[src/rtl/bin_bcd_seq.sv]
// Sequential binary-to-BCD converter using double-dabble (shift-and-add-3), one bit per clock.
// Produces packed BCD digits plus leading-zero blank flags for the 7-segment decoders.
module bin_bcd_seq #(
    parameter int N = 8,
    parameter int D = 3
) (
    input  logic           clock,
    input  logic           reset,
    input  logic           start,
    input  logic [N-1:0]   bin_in,
    output logic           busy,
    output logic           done,
    output logic [4*D-1:0] bcd_out,
    output logic [D-1:0]   blank
);

    localparam int CW = $clog2(N + 1);
    localparam int W  = 4 * D + N;

    typedef enum logic [1:0] {IDLE, SHIFT, DONE} state_t;

    state_t        state;
    state_t        state_nx;
    logic [W-1:0]  sr;
    logic [CW-1:0] cnt;

    // One double-dabble step: correct every nibble >= 5, then shift the whole register left.
    function automatic logic [W-1:0] dabble(input logic [W-1:0] r);
        logic [W-1:0] t;
        t = r;
        for (int i = 0; i < D; i++) begin
            if (t[N+4*i +: 4] >= 4'd5)
                t[N+4*i +: 4] = t[N+4*i +: 4] + 4'd3;
        end
        return {t[W-2:0], 1'b0};
    endfunction

    // A digit is blanked when it and every more significant digit are zero; the units digit never is.
    function automatic logic [D-1:0] blank_of(input logic [4*D-1:0] d);
        logic [D-1:0] b;
        logic         z;
        b = '0;
        z = 1'b1;
        for (int i = D - 1; i >= 1; i--) begin
            z    = z & (d[4*i +: 4] == 4'd0);
            b[i] = z;
        end
        return b;
    endfunction

    always_comb begin
        state_nx = state;
        case (state)
            IDLE:    if (start) state_nx = SHIFT;
            SHIFT:   if (cnt == CW'(N - 1)) state_nx = DONE;
            DONE:    state_nx = IDLE;
            default: state_nx = IDLE;
        endcase
    end

    assign busy = (state != IDLE);

    always_ff @(posedge clock) begin
        if (reset) begin
            state   <= IDLE;
            sr      <= '0;
            cnt     <= '0;
            bcd_out <= '0;
            blank   <= blank_of('0);
            done    <= 1'b0;
        end else begin
            state <= state_nx;
            done  <= 1'b0;
            case (state)
                IDLE: begin
                    if (start) begin
                        sr  <= {{(4*D){1'b0}}, bin_in};
                        cnt <= '0;
                    end
                end
                SHIFT: begin
                    sr  <= dabble(sr);
                    cnt <= cnt + 1'b1;
                end
                DONE: begin
                    bcd_out <= sr[W-1:N];
                    blank   <= blank_of(sr[W-1:N]);
                    done    <= 1'b1;
                end
                default: ;
            endcase
        end
    end

endmodule
[config.mk]
export PLATFORM = sky130hd
export DESIGN_NAME = bin_bcd_seq
export DESIGN_NICKNAME = d
export VERILOG_FILES = /design/src/rtl/bin_bcd_seq.sv
export SDC_FILE = /design/constraint.sdc
export NUM_CORES = 1
export LEC_CHECK = 0
export CORE_MARGIN = 5
export CORE_UTILIZATION = 25
export DETAILED_ROUTE_END_ITERATION = 10
export PLACE_DENSITY = 0.44
export SLEW_MARGIN = 20
export SYNTH_ARGS = -nofsm -noshare
export SYNTH_HDL_FRONTEND = slang
export SYNTH_SLANG_ARGS = --single-unit
[constraint.sdc]
create_clock -name clock -period 3.7 [get_ports clock]
set_clock_uncertainty 0.15 [all_clocks]
set_input_delay 0.74 -clock clock [delete_from_list [all_inputs] [get_ports clock]]
set_output_delay 0.74 -clock clock [all_outputs]
set_load 0.01 [all_outputs]
==> impl_metrics.json <==
{
  "clock_sinks": 41,
  "multi_input_area_um2": 971,
  "placed_cells": 344,
  "hold_viol": 0,
  "post-cts-setup-buffers": 0,
  "hold_buffers": 0,
  "synth-simple-area-share": 0.193,
  "path_cells": "buf_4 -> or2_2 -> clkdlybuf4s50_1",
  "seqPwrFrac": 0.506,
  "synth_nets": 247,
  "routed_via_density": 4.44,
  "fillers": 841,
  "drt_first_pass_iters": 4,
  "core_area_um2": 7610,
  "die_w_um": 97.5,
  "status": "complete, no violations",
  "whs_ns": 0.306,
  "synth.area.mux_share": 0.0157,
  "drt-total-wl_mm": 4.18,
  "diodes": 0,
  "place_area_um2": 2250,
  "die_y_um": 97.5,
  "final_cell_mix": "41 x dfxtp_1, 33 x a21oi_1, 30 x nor2_1",
  "swShare": 0.224,
  "cp.arrival_ns": 1.56,
  "leakage_nw": 0.865,
  "synth_area_per_cell_um2": 8.40,
  "cts_resized": 0,
  "total_power_mw": 0.906,
  "h-tree-depth": 2,
  "fmax_mhz": 407,
  "intPower_mw": 0.702,
  "synth_area_um2": 1920,
  "grt_overflow": 0,
  "cp_slowest_cell": "clkdlybuf4s50_1",
  "grt.total_usage": 0.0887,
  "wire_per_inst_um": 11.9,
  "p_clk_frac": 0.416,
  "syn_inst": 228,
  "cts_buffer_depth": 2,
  "cp_max_fo": 16,
  "synth_xor_area_frac": 0.0183,
  "final_area_um2": 2360,
  "comb_power_share": 0.078,
  "grt_max_degree": 34,
  "crit_family": "buffers and inverters",
  "dp_slack_ns": 1.11,
  "critical-path-max-stage-delay_ns": 0.48,
  "drtIter0Drc": 73,
  "pin_count": 28,
  "hold_path_class": "reg -> reg",
  "slew_headroom": 0.419,
  "fin_setup_tns_ns": 0,
  "synth_seq_area_share": 0.428,
  "path_buf_inv": 2,
  "drive_above_1_share": 0.0800,
  "ys_types": 34,
  "fp-row-count": 32,
  "crit_path_end_kind": "output pin",
  "cts_tree": "built",
  "setup_viol": 0,
  "numCtsBuffers": 5,
  "p_switching_mw": 0.203,
  "drv_slew": 0,
  "cp.required_ns": 2.81,
  "num_vias": 1563,
  "powerDensity_nw_per_um2": 383,
  "instances_no_fill": 352,
  "grt_pass1_wl_mm": 7.09,
  "drtAntennaViolNets": 0,
  "min_period_ns": 2.45,
  "final_util": 0.311,
  "die_area_um2": 9510,
  "criticalPathCategory": "reg -> out",
  "numPortBuffers": 26,
  "drcViolationCount": 0,
  "peakVddDrop_uv": 115,
  "clk_latency_ns": 0.29,
  "drv_cap": 0,
  "synthAdderAreaFrac": 0.0523,
  "synth_top_family_by_area": "compound AO/OA/AOI/OAI gates",
  "synth-compound-area-share": 0.225,
  "startpoint_type": "flip-flop",
  "min_period_over_period": 0.663,
  "yosys_warnings": 0,
  "final_common_cell": "dfxtp_1",
  "floorplan.initialDensity": 0.252,
  "postLayoutSetupSlackWorst_ns": 1.25,
  "clk_pin_slew_worst_paths_ns": 0.08,
  "antenna_found_initial": 0,
  "area_growth_pct": 23.4,
  "ys_ff_latch": 41,
  "grt_pass1_vias": 1479,
  "hpwl_mm": 2.85,
  "worstMarginPinSlew_ns": 0.870,
  "rsz0062_at_grt": "no",
  "layout.nets": 268,
  "place_congestion": 0.721,
  "cts-root-buf": "clkbuf_8",
  "seqCellArea_um2": 821
}
cell usage after synthesis, drive strengths merged:
master   number  area, um^2
or3           1        6.26
xnor2         3        26.3
inv          10        37.5
dfxtp        41         821
xor2          1        8.76
a211oi        1        7.51
a2111oi       3        45.0
nor4          2        12.5
or2           1        6.26
a22oi         2        15.0
nand2        27         101
a31oi         1        6.26
nor2b         5        31.3
clkbuf        3        11.3
buf          13        75.1
and2b         1        7.51
ha            8         100
mux2i         3        30.0
o221a         4        45.0
a211o         1        8.76
a21oi        33         165
o21ai         5        25.0
nor2         30         113
a22o          8        70.1
nand3b        2        15.0
nand2b        6        37.5
o21bai        1        18.8
o31ai         1        7.51
a221o         1        10.0
nand3         5        25.0
o211ai        1        7.51
nor3          3        15.0
conb          1        3.75
path summary, 6_finish.rpt:
path,startpoint,endpoint,cells after the start,slack [ns]
worst min-delay path,bcd_out[9]$_SDFFE_PP0P_,bcd_out[9]$_SDFFE_PP0P_,2,0.31
worst min register to register,bcd_out[9]$_SDFFE_PP0P_,bcd_out[9]$_SDFFE_PP0P_,2,0.31
worst max register to register,state[1]$_SDFFE_PP0P_,sr[10]$_SDFFE_PP0P_,4,1.89
worst max-delay path,state[0]$_SDFFE_PP0P_,busy,3,1.25
layout make-up:
cell class              count  share of cell area
well taps                 102              0.0540
inverters                  10              0.0159
flip-flops and latches     41               0.347
clock buffers               7              0.0365
clock inverters             1              0.0127
multi-input cells         161               0.411
repair buffers             30               0.123
flip-flops by register name (all words and copies together) (netlist names):
register	count
bcd_out	12
blank	2
cnt	4
done	1
sr	20
state	2
metal layers:
layer / GRT usage / up-vias / share of wire
met4: 0.0319 / 0 / 0.016
met2: 0.148 / 14 / 0.48
met5: 0 / - / 0
li1: - / 816 / -
met3: 0.0179 / 6 / 0.027
met1: 0.113 / 727 / 0.48
power groups by stage:
stage | Sequential (mW) | Clock [mW] | Combinational [mW]
floorplan | 0.467 | 0 | 0.0493
global placement | 0.468 | 0 | 0.0721
detailed placement | 0.468 | 0 | 0.0724
CTS | 0.458 | 0.392 | 0.0724
global route | 0.459 | 0.412 | 0.0803
finish | 0.458 | 0.377 | 0.0709
cells by family (layout without fill, tap and decap cells):
group	after synthesis	count (layout)
other	1	1
muxes	3	3
and+or+nand+nor	83	83
DFF	41	41
adders and majority gates	8	8
xor gates and xnor gates	4	4
AOI/OAI and AO/OA	62	62
buffers and inverters	26	48
worst register-to-register path, cell delays in order (launching register included):
cell	delay [ns]
dfxtp_1	0.30
buf_4	0.19
nand2b_1	0.38
nor2_1	0.54
a22o_1	0.21
(Power assumes the default switching activity.)
